File: src/rtl/uart_pkg.sv
// Shared UART definitions: frame format, default baud divisor and receiver state encoding.
// Imported by both the receiver and the transmitter so the two ends stay consistent.
package uart_pkg;

  localparam int   CYCLES_PER_BIT = 217;
  localparam int   DATA_BITS      = 8;
  localparam logic START_LVL      = 1'b0;
  localparam logic STOP_LVL       = 1'b1;

  typedef enum logic [2:0] {
    ST_IDLE,
    ST_START,
    ST_DATA,
    ST_STOP,
    ST_WAIT_HIGH
  } uart_state_e;

endpackage

File: src/rtl/uart_bit_sync.sv
// Two-flop synchronizer for an asynchronous single-bit input.
// The flops reset to RESET_VAL, so an idle-high line does not show a false edge after reset.
module uart_bit_sync #(
  parameter logic RESET_VAL = 1'b1
) (
  input  logic clk_i,
  input  logic rst_i,
  input  logic d_i,
  output logic q_o
);

  logic meta_q;
  logic sync_q;

  always_ff @(posedge clk_i) begin
    if (rst_i) begin
      meta_q <= RESET_VAL;
      sync_q <= RESET_VAL;
    end else begin
      meta_q <= d_i;
      sync_q <= meta_q;
    end
  end

  assign q_o = sync_q;

endmodule

File: src/rtl/uart_rx.sv
// 8N1 UART receiver: mid-bit sampling, one-cycle data-valid and frame-error strobes.
//   state        | meaning
//   ST_IDLE      | line idle, waiting for a falling edge (only once armed after reset)
//   ST_START     | timing to the middle of the start bit, rejects glitches
//   ST_DATA      | sampling 8 data bits LSB first, one per bit period
//   ST_STOP      | timing to the middle of the stop bit, then deliver or flag error
//   ST_WAIT_HIGH | bad stop bit seen, waiting for the line to return high
module uart_rx
  import uart_pkg::*;
#(
  parameter int c_CYCLES_PER_BIT = CYCLES_PER_BIT
) (
  input  logic       i_CLK,
  input  logic       i_RESET,
  input  logic       i_SERIAL_DATA,
  output logic [7:0] o_PARALLEL_DATA,
  output logic       o_RX_DV,
  output logic       o_RX_ACTIVE,
  output logic       o_FRAME_ERR
);

  localparam int HALF = (c_CYCLES_PER_BIT - 1) / 2;
  localparam int CW   = $clog2(c_CYCLES_PER_BIT);
  localparam int IW   = $clog2(DATA_BITS);

  // START is entered with the counter at 0, so HALF-1 lands on cycle T0+HALF.
  localparam logic [CW-1:0] CNT_HALF = CW'(HALF - 1);
  localparam logic [CW-1:0] CNT_LAST = CW'(c_CYCLES_PER_BIT - 1);
  localparam logic [IW-1:0] IDX_LAST = IW'(DATA_BITS - 1);

  logic                 rx_s;
  uart_state_e          state_q, state_d;
  logic [CW-1:0]        cnt_q, cnt_d;
  logic [IW-1:0]        idx_q, idx_d;
  logic [DATA_BITS-1:0] shift_q, shift_d;
  logic [7:0]           data_q, data_d;
  logic                 dv_q, dv_d;
  logic                 fe_q, fe_d;
  logic [1:0]           flush_q;
  logic                 armed_q;

  uart_bit_sync #(.RESET_VAL(STOP_LVL)) u_sync (
    .clk_i (i_CLK),
    .rst_i (i_RESET),
    .d_i   (i_SERIAL_DATA),
    .q_o   (rx_s)
  );

  always_comb begin
    state_d = state_q;
    cnt_d   = cnt_q;
    idx_d   = idx_q;
    shift_d = shift_q;
    data_d  = data_q;
    dv_d    = 1'b0;
    fe_d    = 1'b0;
    case (state_q)
      ST_IDLE: begin
        cnt_d = '0;
        idx_d = '0;
        if (armed_q && rx_s == START_LVL) state_d = ST_START;
      end
      ST_START: begin
        if (cnt_q == CNT_HALF) begin
          cnt_d   = '0;
          state_d = (rx_s == START_LVL) ? ST_DATA : ST_IDLE;
        end else begin
          cnt_d = cnt_q + CW'(1);
        end
      end
      ST_DATA: begin
        if (cnt_q == CNT_LAST) begin
          cnt_d          = '0;
          shift_d[idx_q] = rx_s;
          if (idx_q == IDX_LAST) state_d = ST_STOP;
          else                   idx_d   = idx_q + IW'(1);
        end else begin
          cnt_d = cnt_q + CW'(1);
        end
      end
      ST_STOP: begin
        if (cnt_q == CNT_LAST) begin
          cnt_d = '0;
          if (rx_s == STOP_LVL) begin
            data_d  = shift_q;
            dv_d    = 1'b1;
            state_d = ST_IDLE;
          end else begin
            fe_d    = 1'b1;
            state_d = ST_WAIT_HIGH;
          end
        end else begin
          cnt_d = cnt_q + CW'(1);
        end
      end
      ST_WAIT_HIGH: begin
        if (rx_s == STOP_LVL) state_d = ST_IDLE;
      end
      default: state_d = ST_IDLE;
    endcase
  end

  // armed_q blocks a line that was already low across reset from looking like a start edge;
  // flush_q skips the synchronizer's reset value so only the real line can arm it.
  always_ff @(posedge i_CLK) begin
    if (i_RESET) begin
      state_q <= ST_IDLE;
      cnt_q   <= '0;
      idx_q   <= '0;
      shift_q <= '0;
      data_q  <= 8'h00;
      dv_q    <= 1'b0;
      fe_q    <= 1'b0;
      flush_q <= 2'b00;
      armed_q <= 1'b0;
    end else begin
      state_q <= state_d;
      cnt_q   <= cnt_d;
      idx_q   <= idx_d;
      shift_q <= shift_d;
      data_q  <= data_d;
      dv_q    <= dv_d;
      fe_q    <= fe_d;
      flush_q <= {flush_q[0], 1'b1};
      if (flush_q[1] && rx_s == STOP_LVL) armed_q <= 1'b1;
    end
  end

  assign o_PARALLEL_DATA = data_q;
  assign o_RX_DV         = dv_q;
  assign o_FRAME_ERR     = fe_q;
  assign o_RX_ACTIVE     = (state_q != ST_IDLE);

endmodule
File: config.mk
export PLATFORM = sky130hd
export DESIGN_NAME = uart_rx
export DESIGN_NICKNAME = d
export VERILOG_FILES = /design/src/rtl/uart_pkg.sv /design/src/rtl/uart_bit_sync.sv /design/src/rtl/uart_rx.sv
export SDC_FILE = /design/constraint.sdc
export NUM_CORES = 1
export LEC_CHECK = 0
export CORE_MARGIN = 1
export CORE_UTILIZATION = 33
export CTS_BUF_LIST = sky130_fd_sc_hd__clkbuf_8
export CTS_CLUSTER_SIZE = 14
export DETAILED_ROUTE_END_ITERATION = 10
export HOLD_SLACK_MARGIN = 0.06
export SYNTH_ARGS = -nofsm -noshare
export SYNTH_HDL_FRONTEND = slang
export SYNTH_SLANG_ARGS = --single-unit
File: constraint.sdc
create_clock -name i_CLK -period 1.6 [get_ports i_CLK]
set_input_delay 0.32 -clock i_CLK [delete_from_list [all_inputs] [get_ports i_CLK]]
set_output_delay 0.32 -clock i_CLK [all_outputs]
set_load 0.1 [all_outputs]
==> results of run 1 <==
-- metal layers --
metal	share of wire	wire [um]	vias up	GRT usage
met5	0	0	-	0
li1	-	-	739	-
met2	0.47	1780	29	0.229
met4	0.017	65	0	0.0850
met3	0.036	137	7	0.0331
met1	0.48	1810	679	0.212
-- registers in the layout (all words and copies together) (netlist names) --
| register | cells |
|---|---|
| o_PARALLEL_DATA | 8 |
| u_sync.meta_q | 1 |
| armed_q | 1 |
| cnt_q | 8 |
| o_FRAME_ERR | 1 |
| u_sync.q_o | 1 |
| o_RX_DV | 1 |
| shift_q | 8 |
| flush_q | 2 |
| idx_q | 3 |
| state_q | 3 |
-- Yosys cell counts, types with 3 or more instances --
master / number / area share
dfxtp_1: 37 / 0.45
nor2_1: 16 / 0.037
nor3_1: 16 / 0.049
a21oi_1: 14 / 0.043
nand2_1: 11 / 0.025
nand3_1: 10 / 0.030
mux2i_1: 8 / 0.049
o21ai_0: 7 / 0.021
clkbuf_1: 6 / 0.014
inv_1: 6 / 0.014
ha_1: 4 / 0.030
nand3b_1: 4 / 0.018
or3_1: 4 / 0.015
nand4b_1: 3 / 0.016
nor2b_1: 3 / 0.011
o31ai_1: 3 / 0.014
or2_2: 3 / 0.011
-- worst max-delay path, delay by kind of cell (launching register included) --
| family | cells | cell delay (ns) |
|---|---|---|
| adder cells (fa/ha/maj) | 1 | 0.13 |
| flip-flops | 1 | 0.34 |
| AO/OA/AOI/OAI | 1 | 0.22 |
| AND/OR/NAND/NOR | 3 | 0.71 |
| buffers and inverters | 1 | 0.06 |
-- metrics by stage --
stage / util / hold WS, ns
floorplan: - / 0.389
global placement: 0.443 / 0.393
detailed placement: 0.443 / 0.411
CTS: 0.464 / 0.433
global route: 0.486 / 0.445
finish: 0.486 / 0.427
-- layout make-up --
cell class | instances | area, um2
well taps | 67 | 83.8
multi-input cells | 132 | 916
inverters | 6 | 22.5
flip-flops and latches | 37 | 743
clock inverters | 2 | 13.8
fillers | 469 | 2440
clock buffers | 6 | 82.6
repair buffers | 39 | 448
-- worst paths after layout --
| kind | from | end | slack, ns | depth (start not counted) |
|---|---|---|---|---|
| worst max-delay path | cnt_q[1] | state_q[2] | 0.06 | 6 |
| worst min-delay path | u_sync.meta_q | u_sync.q_o | 0.43 | 1 |
| worst min register to register | u_sync.meta_q | u_sync.q_o | 0.43 | 1 |
| worst max register to register | cnt_q[1] | state_q[2] | 0.06 | 6 |
-- timing repair --
action,4_1_cts,5_1_grt
setup buffers,0,3
cloned,0,0
gates resized for setup,1,22
setup endpoints to repair,1,30
pin swaps,0,5
-- cells by family (layout without fill, tap and decap cells) --
logic type      after synthesis  in the layout
buf+inv                      15             53
mux                           8              8
xor+xnor                      4              4
flops                        37             37
fa+ha+maj                     4              4
simple gates                 79             79
compound gates               37             37
-- layout by cell type, fill, tap and decap left out, types with 3 or more instances in the layout --
master / synthesis / layout
nand3b_1: 4 / 4
nor3_1: 16 / 15
a21oi_1: 14 / 14
inv_1: 6 / 4
mux2i_1: 8 / 8
buf_4: 1 / 25
nand2_1: 11 / 9
clkbuf_8: 0 / 6
buf_12: 0 / 12
ha_1: 4 / 3
or2_2: 3 / 3
o21ai_0: 7 / 5
nand3_1: 10 / 10
nand4b_1: 3 / 3
dfxtp_1: 37 / 35
or3_1: 4 / 3
nor2_1: 16 / 15
nor2b_1: 3 / 3
-- power groups by stage --
stage	combinational, W	sequential (W)	clock [W]
2_1_floorplan	0.0000260	0.000951	0
3_3_place_gp	0.0000449	0.000952	0
3_5_place_dp	0.0000454	0.000952	0
4_1_cts	0.0000456	0.000930	0.000715
5_1_grt	0.0000518	0.000930	0.000759
6_report	0.0000479	0.000930	0.000689
==> impl_metrics.toml, run 1 <==
[power_and_ir_drop]
power.share.switching = 0.223
p_per_area_mw_per_mm2 = 722
pwr-share-comb = 0.029
p_total_w = 0.00167
p_int_w = 0.00130
clkPwrFrac = 0.413
netSwitchingPower_w = 0.000372
p_leak_nw = 0.847
seq_power_share = 0.558
peakVddDrop_mv = 0.493

[critical_path]
crit_fanout = 5
crit_required_ns = 1.82
cp_slowest_cell = "dfxtp_2"
crit_type = "flip-flop to flip-flop"
cp-end-kind = "flip-flop"
cp.arrival_ns = 1.75
max_stage_delay_ns = 0.34
cp_cell_sequence = "inv_2 > ha_4 > and4b_2 > nand2_2 > or3_4 > a211oi_2"
start_kind = "flip-flop"

[clock_network]
clk_path_buf_depth = 2
hold_buffers = 0
cts_tree = "done"
h-tree-depth = 2
clk_pin_slew_ns = 0.07
clk_latency_ns = 0.29
cts.sink_count = 37
cts_buffers = 5
root_buffer = "clkbuf_8"

[drt]
vias = 1454
drt_iter0_drc = 81
drc_errors = 0
viasPerCell = 5.03
wl_um = 3790
post_drt_wl_per_cell_um = 13.1
first_pass_iters = 4
ant_nets = 0

[placed_design]
placedCellCount = 278
portBuffers = 13
place_hpwl_um = 2610
routabilityCongestion = 0.860
place_ws_ns = -0.000928
postPlaceCellArea_mm2 = 0.00211

[yosys]
synthSimpleGateAreaFrac = 0.265
synthAdderAreaFrac = 0.0304
synth_compound_area_frac = 0.142
synth_edf_count = 0
synthFlopType = "dfxtp_1"
syn_inst = 184
yosysSeqAreaShare = 0.450
synthArstFlopShare = 0
synth.distinct_cells = 40
synth-xor-area-share = 0.0213
syn_avg_cell_area_um2 = 8.94
syn-num-nets = 191
syn_area_mm2 = 0.00165
synth_mux_area_frac = 0.0487
synth_warnings = 0
yosys_register_bits = 37
synth_top_family_by_area = "simple AND/OR/NAND/NOR gates"

[timing]
fin_ws_ns = 0.0621
finalCritPeriodShare = 0.961
slew_headroom = 0.752
worstMarginPinSlew_ns = 0.369
rsz0062_at_grt = "yes"
fmax_mhz = 650
fin_skew_ns = 0.00345
hold_viol = 0
period_needed_ns = 1.54
final_max_slew_viol_count = 0
tns_ns = 0
setup_violations = 0

[global_route]
grt_start_max_net_pins = 20
grt_use_total = 0.156
grt_remaining_overflow = 0
grt_pass1_vias = 1309
antenna_found_initial = 0
grt_first_pass_wirelength_um = 6180

[floorplan]
coreArea_mm2 = 0.00475
rows = 25
dieArea_mm2 = 0.00527
die_height_um = 72.6
ios = 14
start_util = 0.346
die_width_um = 72.6

[run_status]
status = "completed"

[finish]
layout.cells.non_filler = 289
diodes = 0
syn_to_final_growth_pct = 40.4
nNetsFinal = 228
fin_area_mm2 = 0.00231
drive_above_1_share = 0.311

[hold_path]
hold_class = "flip-flop to flip-flop"

[job]
drv_cap = 0
No activity file was read; power rests on OpenSTA's default activity.
==> run 2: changes to the inputs <==
- CORE_ASPECT_RATIO: unset -> 0.9
- GPL_ROUTABILITY_DRIVEN: unset -> 0
==> impl_metrics.toml, run 2 (synthesized netlist as in run 1, its figures left out) <==
[run_status]
status = "completed"

[timing]
fin_skew_ns = 0.00497
final_max_slew_viol_count = 0
setup_violations = 0
period_needed_ns = 1.55
slew_headroom = 0.752
hold_viol = 0
rsz0062_at_grt = "yes"
fin_ws_ns = 0.0523
finalCritPeriodShare = 0.967
fmax_mhz = 646
worstMarginPinSlew_ns = 0.369

[critical_path]
crit_required_ns = 1.81
crit_type = "flip-flop to flip-flop"
r2r_slack_ns = 0.05
r2r-start = "cnt_q[0]"
cp.arrival_ns = 1.76
crit_fanout = 6
r2r.worst_path.cells = 7
cp-end-kind = "flip-flop"
r2r_end = "state_q[0]"
start_kind = "flip-flop"

[drt]
wl_um = 3540
post_drt_wl_per_cell_um = 12.7
vias = 1412
drt_iter0_drc = 59
ant_nets = 0
first_pass_iters = 4
drc_errors = 0
viasPerCell = 5.06

[floorplan]
ios = 14
die_height_um = 69.0
coreArea_mm2 = 0.00460
dieArea_mm2 = 0.00527
rows = 23
die_width_um = 76.4
start_util = 0.357

[power_and_ir_drop]
p_per_area_mw_per_mm2 = 768
clkPwrFrac = 0.437
seq_power_share = 0.536
p_leak_nw = 0.810
peakVddDrop_mv = 0.486
p_int_w = 0.00140
pwr-share-comb = 0.027
netSwitchingPower_w = 0.000335
power.share.switching = 0.193

[placed_design]
place_ws_ns = -0.0265
portBuffers = 13
place_hpwl_um = 2590
placedCellCount = 271

[hold_path]
min_to = "u_sync.q_o"
holdCritStartpoint = "u_sync.meta_q"
hold_depth = 1
hold_class = "flip-flop to flip-flop"

[global_route]
grt_remaining_overflow = 0
grt_start_max_net_pins = 18
antenna_found_initial = 0
grt_use_total = 0.151
grt_first_pass_wirelength_um = 6090
grt_pass1_vias = 1304

[clock_network]
cts.sink_count = 37
clk_pin_slew_ns = 0.07
clk_latency_ns = 0.28
cts_buffers = 5
h-tree-depth = 2
clk_path_buf_depth = 2
hold_buffers = 0
cts_tree = "done"
root_buffer = "clkbuf_8"

[job]
drv_cap = 0

[finish]
nFillCells = 433
nNetsFinal = 224
syn_to_final_growth_pct = 37.1
diodes = 0
layout_commonest_cell = "dfxtp_1"
layout.cells.non_filler = 279
final_cell_mix = "dfxtp_1, buf_4, nor2_1, nor3_1, a21oi_1"
drive_above_1_share = 0.267
## run 2: metal layers
metal	up-vias	global-route usage	part of all wire
li1	731	-	-
met3	7	0.0368	0.035
met4	0	0.0793	0.020
met1	647	0.196	0.51
met2	27	0.236	0.43
met5	-	0	0
## run 2: area by class of cell
cell class,count,area [um2],share of cell area
repair buffers,35,422,0.187
clock inverters,2,35.0,0.0155
multi-input cells,132,885,0.392
clock buffers,5,68.8,0.0305
flip-flops and latches,37,746,0.331
well taps,62,77.6,0.0344
inverters,6,22.5,0.00998
## run 2: worst max-delay path, cell delays in order (launching register included)
cell and delay, ns:
dfxtp_4 0.35, inv_2 0.06, ha_4 0.12, and4b_2 0.28, a21oi_1 0.08, buf_4 0.17
a211o_1 0.24, a21boi_1 0.17
## run 2: per-stage QoR
step / total power [W] / hold slack [ns] / setup TNS [ns] / utilization / cell area [um2]
after floorplan: 0.000977 / 0.389 / -0.000311 / - / 1650
after global placement: 0.000997 / 0.398 / 0 / 0.453 / 2090
after detailed placement: 0.000998 / 0.398 / -0.0349 / 0.453 / 2090
after CTS: 0.00176 / 0.419 / -0.00523 / 0.478 / 2200
after global routing: 0.00181 / 0.436 / -0.0558 / 0.490 / 2260
final: 0.00173 / 0.415 / 0 / 0.490 / 2260
## run 2: how the worst max path moves through the flow
stage                    start                  to  cells after the start
floorplan           state_q[1]          shift_q[4]                      6
global placement      cnt_q[0]          state_q[2]                      6
detailed placement    cnt_q[0]          state_q[0]                      7
CTS                   cnt_q[0]            cnt_q[1]                      6
global route          cnt_q[0]  o_PARALLEL_DATA[7]                      7
finish                cnt_q[0]          state_q[0]                      7
## run 2: what timing repair did
action	4_1_cts	5_1_grt
pin swaps	0	4
gates cloned	0	0
buffers inserted	0	1
gates resized for setup	4	14
setup endpoints to repair	7	29
## run 2: power by group through the flow
stage	Clock (W)	Sequential, W	Combinational (W)
after detailed placement	0	0.000952	0.0000457
after CTS	0.000783	0.000931	0.0000462
after global placement	0	0.000952	0.0000452
after global routing	0.000830	0.000929	0.0000514
final	0.000757	0.000930	0.0000471
after floorplan	0	0.000951	0.0000260
==> run 3: changes to the inputs <==
- CORE_ASPECT_RATIO: 0.9 -> 1.4
==> impl_metrics.toml, run 3 (synthesized netlist as in run 1, its figures left out) <==
[timing]
final_max_slew_viol_count = 0
period_needed_ns = 1.58
slew_headroom = 0.778
hold_viol = 0
hold_ws_ns = 0.414
fin_skew_ns = 0.0109
rsz0062_at_grt = "yes"
setup_violations = 0
fin_ws_ns = 0.0224
finalCritPeriodShare = 0.986
fmax_mhz = 634
worstMarginPinSlew_ns = 0.328

[placed_design]
place_hpwl_um = 2840
portBuffers = 13
place_ws_ns = -0.0289

[floorplan]
die_height_um = 85.5
coreArea_mm2 = 0.00480
dieArea_mm2 = 0.00528
start_util = 0.342
die_width_um = 61.7
ios = 14
rows = 30

[critical_path]
crit_fanout = 5
crit_buf_inv = 1
crit_required_ns = 1.82
r2r_end = "state_q[2]"
cp.arrival_ns = 1.79
cp_cell_sequence = "inv_2 > ha_4 > and4b_2 > nand2_2 > or3_1 > a211oi_2"
path_delay_family = "simple AND/OR/NAND/NOR gates"
r2r.worst_path.cells = 6
r2r-start = "cnt_q[1]"
r2r_slack_ns = 0.02
cp_slowest_cell = "or3_1"
max_stage_delay_ns = 0.37
cp-end-kind = "flip-flop"
crit_type = "flip-flop to flip-flop"
start_kind = "flip-flop"

[job]
drv_cap = 0

[clock_network]
clk_pin_slew_ns = 0.07
root_buffer = "clkbuf_8"
cts_buffers = 5
h-tree-depth = 2
cts_tree = "done"
clk_path_buf_depth = 2
hold_buffers = 0
cts.sink_count = 37
clk_latency_ns = 0.30

[global_route]
grt_start_max_net_pins = 18
antenna_found_initial = 0
grt_remaining_overflow = 0
grt_first_pass_wirelength_um = 6310
grt_use_total = 0.162
grt_pass1_vias = 1455

[hold_path]
hold_class = "flip-flop to flip-flop"
holdCritStartpoint = "u_sync.meta_q"
min_to = "u_sync.q_o"
hold_depth = 1

[finish]
final_cell_mix = "dfxtp_1, buf_4, nor2_1, nor3_1"
syn_to_final_growth_pct = 43.6
layout_commonest_cell = "dfxtp_1"
nNetsFinal = 231
diodes = 0
drive_above_1_share = 0.307

[drt]
viasPerCell = 5.13
first_pass_iters = 4
ant_nets = 0
drc_errors = 0
drt_iter0_drc = 53
vias = 1482
wl_um = 3830
post_drt_wl_per_cell_um = 13.3

[power_and_ir_drop]
p_per_area_mw_per_mm2 = 836
p_leak_nw = 0.856
peakVddDrop_mv = 0.501

[run_status]
status = "completed"
-- run 3: cell types whose count changed in the layout (fill, tap and decap cells not counted), moves of 2 or more --
cell | before | now
o31ai_2 | 0 | 2
o21ai_0 | 7 | 4
buf_4 | 20 | 27
o21ai_1 | 0 | 3
o31ai_1 | 3 | 1
-- run 3: layer usage --
layer  vias up  part of all wire  track usage
met2        16              0.55        0.283
met3         8             0.021       0.0377
met1       715              0.40        0.172
met5         -                 0            0
met4         0             0.026       0.0889
li1        743                 -            -
-- run 3: what timing repair did --
action,in CTS,in global routing
endpoints found under the setup margin,2,27
pin swaps,0,4
setup buffers,0,2
gates resized for setup,3,19
-- run 3: through the flow --
step / instance area [um2] / power (W) / TNS (ns) / cells / util
2_1_floorplan: 1650 / 0.000977 / -0.000311 / 184 / -
3_3_place_gp: 2150 / 0.00101 / -0.00957 / 279 / 0.447
3_5_place_dp: 2150 / 0.00101 / -0.0289 / 279 / 0.447
4_1_cts: 2290 / 0.00200 / 0 / 287 / 0.477
5_1_grt: 2360 / 0.00203 / -0.0866 / 289 / 0.492
6_report: 2360 / 0.00197 / 0 / 289 / 0.492
-- run 3: worst max path at each step --
stage / endpoint / start / depth (start not counted)
6_report: state_q[2] / cnt_q[1] / 6
5_1_grt: shift_q[5] / state_q[1] / 4
4_1_cts: state_q[2] / cnt_q[0] / 6
3_5_place_dp: state_q[2] / cnt_q[0] / 6
3_3_place_gp: state_q[2] / cnt_q[0] / 6
2_1_floorplan: shift_q[4] / state_q[1] / 6
-- run 3: layout make-up --
| cell class | instances | area, um2 |
|---|---|---|
| Fill cell | 492 | 2440 |
| Clock inverter | 3 | 68.8 |
| Timing Repair Buffer | 42 | 483 |
| Clock buffer | 5 | 68.8 |
| Tap cell | 64 | 80.1 |
| Inverter | 6 | 22.5 |
| Multi-Input combinational cell | 132 | 893 |
| Sequential cell | 37 | 746 |
-- run 3: worst reg2reg max path, cell delays in order (launching register included) --
cell,delay [ns]
dfxtp_4,0.36
inv_2,0.07
ha_4,0.13
and4b_2,0.29
nand2_2,0.10
or3_1,0.37
a211oi_2,0.18
-- run 3: power by group --
group / internal (W) / leakage, nW / switching (W) / total, W
Clock: 0.000628 / 0.0687 / 0.000361 / 0.000989
Combinational: 0.0000281 / 0.487 / 0.0000293 / 0.0000574
Sequential: 0.000925 / 0.301 / 0.00000317 / 0.000929
